[config.mk]
export PLATFORM = sky130hd
export DESIGN_NAME = mvm_input_feeder
export DESIGN_NICKNAME = d
export VERILOG_FILES = /design/src/rtl/mvm_pkg.sv /design/src/rtl/mvm_result_capture.sv /design/src/rtl/mvm_input_feeder.sv
export SDC_FILE = /design/constraint.sdc
export NUM_CORES = 1
export LEC_CHECK = 0
export BUFFER_PORTS_ARGS = -buffer_cell sky130_fd_sc_hd__buf_2
export CORE_ASPECT_RATIO = 0.75
export CORE_MARGIN = 4
export CORE_UTILIZATION = 30
export CTS_CLUSTER_DIAMETER = 60
export DETAILED_ROUTE_END_ITERATION = 10
export SYNTH_ARGS = -nofsm -noshare
export SYNTH_HDL_FRONTEND = slang
export SYNTH_SLANG_ARGS = --single-unit
export TNS_END_PERCENT = 50
[constraint.sdc]
create_clock -name clock -period 4.6 [get_ports clock]
set_input_delay 0.23 -clock clock [delete_from_list [all_inputs] [get_ports clock]]
set_output_delay 0.23 -clock clock [all_outputs]
set_load 0.01 [all_outputs]
[src/rtl/mvm_pkg.sv]
// Shared definitions for the MVM host-side input feeder.
//   - feeder_state_t : states of the feeder FSM
//   - calc_n         : number of operands / results per job (width * height)
//   - addr_width     : memory address width for a job of that size (min 1)
//   - cnt_width      : width of a counter that must also hold the value N
//   - DEFAULT_DATA_WIDTH / DEFAULT_SUM_WIDTH : operand and partial-sum widths
`ifndef INPUT_WIDTH
`define INPUT_WIDTH 2
`endif
`ifndef INPUT_HEIGHT
`define INPUT_HEIGHT 2
`endif

package mvm_pkg;

  localparam int DEFAULT_DATA_WIDTH = 8;
  localparam int DEFAULT_SUM_WIDTH  = 16;

  typedef enum logic [2:0] {
    IDLE,
    START,
    WAIT_REQ,
    FETCH,
    CAPTURE,
    PRESENT,
    FINISH
  } feeder_state_t;

  function automatic int calc_n(input int w, input int h);
    return w * h;
  endfunction

  function automatic int addr_width(input int w, input int h);
    int n;
    n = w * h;
    return (n > 1) ? $clog2(n) : 1;
  endfunction

  // Counters saturate at N, so they need one more code than the address range.
  function automatic int cnt_width(input int w, input int h);
    return $clog2(w * h + 1);
  endfunction

endpackage

[src/rtl/mvm_result_capture.sv]
// Result path of the MVM input feeder.
// Registers each accepted output_valid/partial_sum pair and presents it on the
// result-memory write port in the following cycle at address wr_cnt, then
// advances wr_cnt. Once wr_cnt has reached N further results are dropped and
// flagged through the overflow pulse.
// Ports:
//   clock, reset        : clock, asynchronous active-low reset
//   active              : feeder is in a job (results outside a job are ignored)
//   clear               : new job accepted, restart wr_cnt at 0
//   output_valid        : controller result strobe
//   partial_sum         : result accompanying output_valid
//   wr_en/wr_addr/wr_data : registered result-memory write port
//   wr_cnt_next         : result count as it will be after this edge
//   overflow            : result arrived with wr_cnt == N (combinational pulse)
module mvm_result_capture
  import mvm_pkg::*;
#(
  parameter int SUM_WIDTH  = DEFAULT_SUM_WIDTH,
  parameter int ADDR_WIDTH = 2,
  parameter int CNT_WIDTH  = 3,
  parameter int N          = 4
) (
  input  logic                  clock,
  input  logic                  reset,
  input  logic                  active,
  input  logic                  clear,
  input  logic                  output_valid,
  input  logic [SUM_WIDTH-1:0]  partial_sum,
  output logic                  wr_en,
  output logic [ADDR_WIDTH-1:0] wr_addr,
  output logic [SUM_WIDTH-1:0]  wr_data,
  output logic [CNT_WIDTH-1:0]  wr_cnt_next,
  output logic                  overflow
);

  localparam logic [CNT_WIDTH-1:0] N_CNT = CNT_WIDTH'(N);

  logic [CNT_WIDTH-1:0] wr_cnt;
  logic                 accept;
  logic                 full;
  logic                 do_write;

  always_comb begin
    accept      = active && output_valid;
    full        = (wr_cnt == N_CNT);
    do_write    = accept && !full;
    overflow    = accept && full;
    wr_cnt_next = wr_cnt;
    if (clear) begin
      wr_cnt_next = '0;
    end else if (do_write) begin
      wr_cnt_next = wr_cnt + CNT_WIDTH'(1);
    end
  end

  // The write-port flops double as the output_valid/partial_sum register.
  always_ff @(posedge clock or negedge reset) begin
    if (!reset) begin
      wr_en   <= 1'b0;
      wr_addr <= '0;
      wr_data <= '0;
      wr_cnt  <= '0;
    end else begin
      wr_en  <= do_write;
      wr_cnt <= wr_cnt_next;
      if (do_write) begin
        wr_addr <= ADDR_WIDTH'(wr_cnt);
        wr_data <= partial_sum;
      end
    end
  end

endmodule

[src/rtl/mvm_input_feeder.sv]
// Host-side feeder for the MVM controller.
// Accepts a job from the host, pulses start to the controller, answers each
// input_req with the next operand from operand memory (row-major order) and
// hands results to mvm_result_capture for writing into result memory. Job
// completion is reported with job_done; protocol problems set a sticky error.
//
// Handshakes:
//   cmd_valid/cmd_ready : a job is accepted on an edge where both are high;
//                         cmd_ready is high only while idle.
//   input_req/input_ready : controller holds input_req until it sees the
//                         single-cycle input_ready; operand is valid with it and
//                         stays put until the next capture. Dropping input_req
//                         before input_ready cancels the request.
//   rd_en/rd_data       : rd_data is valid exactly one cycle after rd_en.
//   output_valid/wr_en  : no back-pressure; each result is written one cycle later.
// Ports:
//   clock, reset : clock, asynchronous active-low reset
//   cmd_valid, cmd_ready, job_done, error : host side
//   start, input_req, input_ready, operand, output_valid, partial_sum, done : controller side
//   rd_en, rd_addr, rd_data : operand memory read port
//   wr_en, wr_addr, wr_data : result memory write port
//   dbg_state : current FSM state
module mvm_input_feeder
  import mvm_pkg::*;
#(
  parameter int INPUT_WIDTH  = `INPUT_WIDTH,
  parameter int INPUT_HEIGHT = `INPUT_HEIGHT,
  parameter int DATA_WIDTH   = DEFAULT_DATA_WIDTH,
  parameter int SUM_WIDTH    = DEFAULT_SUM_WIDTH,
  parameter int ADDR_WIDTH   = addr_width(INPUT_WIDTH, INPUT_HEIGHT)
) (
  input  logic                  clock,
  input  logic                  reset,
  input  logic                  cmd_valid,
  output logic                  cmd_ready,
  output logic                  start,
  input  logic                  input_req,
  output logic                  input_ready,
  output logic [DATA_WIDTH-1:0] operand,
  output logic                  rd_en,
  output logic [ADDR_WIDTH-1:0] rd_addr,
  input  logic [DATA_WIDTH-1:0] rd_data,
  input  logic                  output_valid,
  input  logic [SUM_WIDTH-1:0]  partial_sum,
  output logic                  wr_en,
  output logic [ADDR_WIDTH-1:0] wr_addr,
  output logic [SUM_WIDTH-1:0]  wr_data,
  input  logic                  done,
  output logic                  job_done,
  output logic                  error,
  output feeder_state_t         dbg_state
);

  localparam int N         = calc_n(INPUT_WIDTH, INPUT_HEIGHT);
  localparam int CNT_WIDTH = cnt_width(INPUT_WIDTH, INPUT_HEIGHT);
  localparam logic [CNT_WIDTH-1:0] N_CNT = CNT_WIDTH'(N);

  feeder_state_t        state;
  feeder_state_t        state_next;
  logic [CNT_WIDTH-1:0] rd_cnt;
  logic [CNT_WIDTH-1:0] wr_cnt_next;
  logic                 rd_full;
  logic                 cmd_accept;
  logic                 overflow;
  logic                 req_err;
  logic                 fin_err;

  assign dbg_state = state;

  // Next state. A done pulse outside WAIT_REQ ends the job right after the
  // current (single-cycle) state; done while idle is not a job and is ignored.
  always_comb begin
    state_next = state;
    rd_full    = (rd_cnt == N_CNT);
    cmd_accept = (state == IDLE) && cmd_valid && cmd_ready;
    unique case (state)
      IDLE:     if (cmd_accept) state_next = START;
      START:    state_next = done ? FINISH : WAIT_REQ;
      WAIT_REQ: begin
        if (done)                       state_next = FINISH;
        else if (input_req && !rd_full) state_next = FETCH;
      end
      FETCH: begin
        if (done)            state_next = FINISH;
        else if (!input_req) state_next = WAIT_REQ;
        else                 state_next = CAPTURE;
      end
      CAPTURE: begin
        if (done)            state_next = FINISH;
        else if (!input_req) state_next = WAIT_REQ;
        else                 state_next = PRESENT;
      end
      PRESENT:  state_next = done ? FINISH : WAIT_REQ;
      FINISH:   state_next = IDLE;
      default:  state_next = IDLE;
    endcase
    req_err = (state == WAIT_REQ) && !done && input_req && rd_full;
    // Judge the result count as it will stand in FINISH so a write landing in
    // that same cycle counts and error lines up with job_done.
    fin_err = (state_next == FINISH) && (wr_cnt_next != N_CNT);
  end

  // State register plus outputs decoded from the next state, so every
  // strobe is a flop that is high exactly while the FSM sits in that state.
  always_ff @(posedge clock or negedge reset) begin
    if (!reset) begin
      state       <= IDLE;
      cmd_ready   <= 1'b0;
      start       <= 1'b0;
      rd_en       <= 1'b0;
      rd_addr     <= '0;
      input_ready <= 1'b0;
      job_done    <= 1'b0;
    end else begin
      state       <= state_next;
      cmd_ready   <= (state_next == IDLE);
      start       <= (state_next == START);
      rd_en       <= (state_next == FETCH);
      input_ready <= (state_next == PRESENT);
      job_done    <= (state_next == FINISH);
      if (state_next == FETCH) begin
        rd_addr <= ADDR_WIDTH'(rd_cnt);
      end
    end
  end

  // Operand register and read counter. A capture always completes, even when
  // the request is withdrawn during CAPTURE.
  always_ff @(posedge clock or negedge reset) begin
    if (!reset) begin
      rd_cnt  <= '0;
      operand <= '0;
    end else begin
      if (cmd_accept) begin
        rd_cnt <= '0;
      end else if (state == CAPTURE && !rd_full) begin
        rd_cnt <= rd_cnt + CNT_WIDTH'(1);
      end
      if (state == CAPTURE) begin
        operand <= rd_data;
      end
    end
  end

  // Sticky error, cleared only by accepting the next job.
  always_ff @(posedge clock or negedge reset) begin
    if (!reset) begin
      error <= 1'b0;
    end else if (cmd_accept) begin
      error <= 1'b0;
    end else if (overflow || req_err || fin_err) begin
      error <= 1'b1;
    end
  end

  mvm_result_capture #(
    .SUM_WIDTH  (SUM_WIDTH),
    .ADDR_WIDTH (ADDR_WIDTH),
    .CNT_WIDTH  (CNT_WIDTH),
    .N          (N)
  ) u_result_capture (
    .clock        (clock),
    .reset        (reset),
    .active       (state != IDLE),
    .clear        (cmd_accept),
    .output_valid (output_valid),
    .partial_sum  (partial_sum),
    .wr_en        (wr_en),
    .wr_addr      (wr_addr),
    .wr_data      (wr_data),
    .wr_cnt_next  (wr_cnt_next),
    .overflow     (overflow)
  );

endmodule
==> summary.json <==
{
  "relSlewSlack_pct": 30.74,
  "tritoncts": "done",
  "rsz_0062_raised_after_global_routing": "false",
  "synth_warnings": 0,
  "io_buffers": 67,
  "synth.yosys.seq_area_share_pct": 59.34,
  "max_freq_mhz": 420.0,
  "design.final.nets": 246,
  "cts_resized": 0,
  "setup_total_negative_slack_ps": 0,
  "slew_violations": 0,
  "ys_async_sr_fraction_pct": 100.0,
  "switching_share_pct": 36.01,
  "worst_pin_slew_ps": 1036,
  "chipHeight_um": 76.11,
  "post-synth-top-count-cell": "dfrtp_1",
  "post-synth-top-area-fraction_pct": 59.34,
  "cts_buffers": 5,
  "post_synth_edffs": 0,
  "p_switching_mw": 0.5921,
  "cts.root.buffer_cell": "clkbuf_8",
  "antenna_found_initial": 0,
  "diodes": 0,
  "initial_util_pct": 31.37,
  "combinationalPowerShare_pct": 41.8,
  "critPathRequiredTime_ps": 4760,
  "path_class_of_the_lowest_slack_min_delay_path": "in2async",
  "critPathCaptureType": "register",
  "synth_cell_type_count": 34,
  "yosys-top-cells-area": "dfrtp_1, mux2_2, ha_1",
  "crit-reg2reg-capture": "u_result_capture.wr_data[14]",
  "share_seq_of_total_power_pct": 42.4,
  "placement.setup.worst_slack_ps": 2212,
  "start_kind": "register",
  "internal_power_mw": 1.052,
  "hold_viol": 0,
  "setup_ws_ps": 2219,
  "first_pass_iters": 4,
  "grt_max_degree": 45,
  "placeable_area_um2": 5916,
  "r2r.worst_path.cells": 3,
  "synth_nets": 178,
  "synthSimpleGateAreaFrac_pct": 9.238,
  "yosys_most_used_dff": "dfrtp_1",
  "synth_mux_area_share_pct": 17.46,
  "grt_first_pass_wirelength_um": 6506,
  "cts_htree_levels": 2,
  "timing_worst_setup_path_type": "reg2reg",
  "synth_top_family_by_area": "multiplexers",
  "ys_top_cells_by_count": "dfrtp_1, mux2_2, a21oi_1, inv_1, nand2_1",
  "launch_point_of_the_worst_reg_to_reg_path": "dbg_state[1]",
  "max_root_sink_buffers": 2,
  "totalPowerFinal_mw": 1.644,
  "setup_skew_ps": 10.19,
  "clkSinkCount": 44,
  "layout-drive-gt1-share_pct": 49.06,
  "fin_crit_sh_pct": 51.76,
  "critical_path.endpoint": "u_result_capture.wr_data[14]",
  "grt_usage_pct": 10.40,
  "synthToLayoutAreaGrowth_pct": 26.77,
  "setup_viol": 0,
  "worst_ep_arrival_time_ps": 2550,
  "gpl.final_weighted_congestion": 0.7138,
  "drt_iter0_drc": 42,
  "clkSlewWorstSetupHoldPaths_ps": 90,
  "netlist_area_um2": 1856,
  "core.rowCount": 24,
  "worst_setup_path_startpoint": "dbg_state[1]",
  "finalCriticalPeriod_ps": 2381,
  "count_of_state_elements_after_synthesis": 44,
  "grt_remaining_overflow": 0,
  "power.density_cell_area_nw_per_um2": 699.0,
  "drtAntennaViolNets": 0,
  "final_cells": 290,
  "synth_cells": 144,
  "synth_top_cell_by_area": "dfrtp_1",
  "design.die.area_um2": 7520,
  "viasPerCell": 4.600,
  "chipWidth_um": 98.81,
  "path_max_fanout": 23,
  "cts_hold_buffers": 0,
  "irDropWorstVdd_uv": 273.1,
  "outcome": "finished clean",
  "num_io_pins": 68,
  "grt_pass1_vias": 1382,
  "syn-mean-instance-area_um2": 12.89,
  "p_leak_nw": 1.150,
  "reg2reg_setup_slack_ps": 2220,
  "placed_cells": 283,
  "cap_violations": 0,
  "cts_post_setup_buffers_inserted": 0,
  "compound_cell_area_share_of_the_yosys_netlist_pct": 6.541,
  "dp_hpwl_um": 2803,
  "clk-insertion-delay-late_ps": 290,
  "drc_errors": 0,
  "synth-adder-area-share_pct": 2.697,
  "routed-via-count": 1334,
  "p_clk_share_pct": 15.8,
  "synth_xor_area_share_pct": 0.9440,
  "avgRoutedWirePerCell_um": 13.42,
  "wl_um": 3893
}
[routing by layer]
| metal | vias up | GRT usage (%) | wire [µm] |
|---|---|---|---|
| met5 | - | 0 | 0 |
| met4 | 0 | 2.865 | 23 |
| met3 | 5 | 4.026 | 294 |
| met2 | 50 | 15.62 | 1689 |
| met1 | 634 | 13.96 | 1886 |
| li1 | 645 | - | - |
[state kept, by name (all words and copies together) (netlist names)]
register and count:
cmd_ready 1, dbg_state 3, error 1, input_ready 1
job_done 1, operand 8, rd_addr 2, rd_cnt 3
rd_en 1, start 1, u_result_capture.wr_addr 2, u_result_capture.wr_cnt 3
u_result_capture.wr_data 16, u_result_capture.wr_en 1
[metrics by stage]
stage	area [µm²]	utilization, %	hold WS, ps
2_1_floorplan	1856	-	-65.59
3_3_place_gp	2256	38.13	456.9
3_5_place_dp	2256	38.13	465.9
4_1_cts	2352	39.76	150.4
5_1_grt	2352	39.76	158.0
6_report	2352	39.76	98.90
[critical path: stages, from the launching register on]
cell and delay (ps):
dfrtp_1 520, or3_1 510, nand3_1 810, mux2_2 420
[power groups by stage]
stage | clock (mW) | sequential, mW | combinational (mW)
6_report | 0.260 | 0.697 | 0.688
5_1_grt | 0.286 | 0.724 | 0.761
4_1_cts | 0.270 | 0.697 | 0.699
3_5_place_dp | 0 | 0.703 | 0.698
3_3_place_gp | 0 | 0.694 | 0.685
2_1_floorplan | 0 | 0.743 | 0.410
[layout make-up]
type	count	area, µm²
Fill cell	596	3563
Sequential cell	44	1101
Multi-Input combinational cell	85	684.4
Timing Repair Buffer	68	342.8
Tap cell	78	97.59
Clock buffer	7	96.34
Inverter	8	30.03
[how the worst min path moves through the flow]
stage	startpoint	end	slack, ps	cells past startpoint
2_1_floorplan	reset	cmd_ready	-70	0
3_3_place_gp	reset	cmd_ready	460	1
3_5_place_dp	reset	job_done	470	1
4_1_cts	reset	job_done	150	1
5_1_grt	partial_sum[3]	u_result_capture.wr_data[3]	160	2
6_report	reset	job_done	100	1
[logic make-up (layout without fill, tap and decap cells)]
| kind of cell | after synthesis | count (layout) |
|---|---|---|
| simple gates | 32 | 32 |
| compound gates | 18 | 18 |
| fa+ha+maj | 4 | 4 |
| xor+xnor | 2 | 2 |
| flops | 44 | 44 |
| mux | 29 | 29 |
| buf+inv | 15 | 83 |
[layout by cell type, fill, tap and decap left out, types with 2 or more instances in the layout]
| cell | Yosys | final |
|---|---|---|
| xnor2_1 | 2 | 2 |
| nand2_1 | 7 | 7 |
| buf_2 | 5 | 67 |
| mux2i_1 | 2 | 2 |
| nor3b_1 | 2 | 2 |
| dfrtp_1 | 44 | 44 |
| inv_1 | 7 | 7 |
| clkbuf_8 | 0 | 7 |
| nor2_1 | 4 | 4 |
| nand3_1 | 5 | 5 |
| o21bai_1 | 2 | 2 |
| a21oi_1 | 7 | 7 |
| o21ai_0 | 2 | 2 |
| ha_1 | 4 | 4 |
| nor3_1 | 5 | 5 |
| mux2_2 | 27 | 27 |
Power figures use the tool's default switching activity.
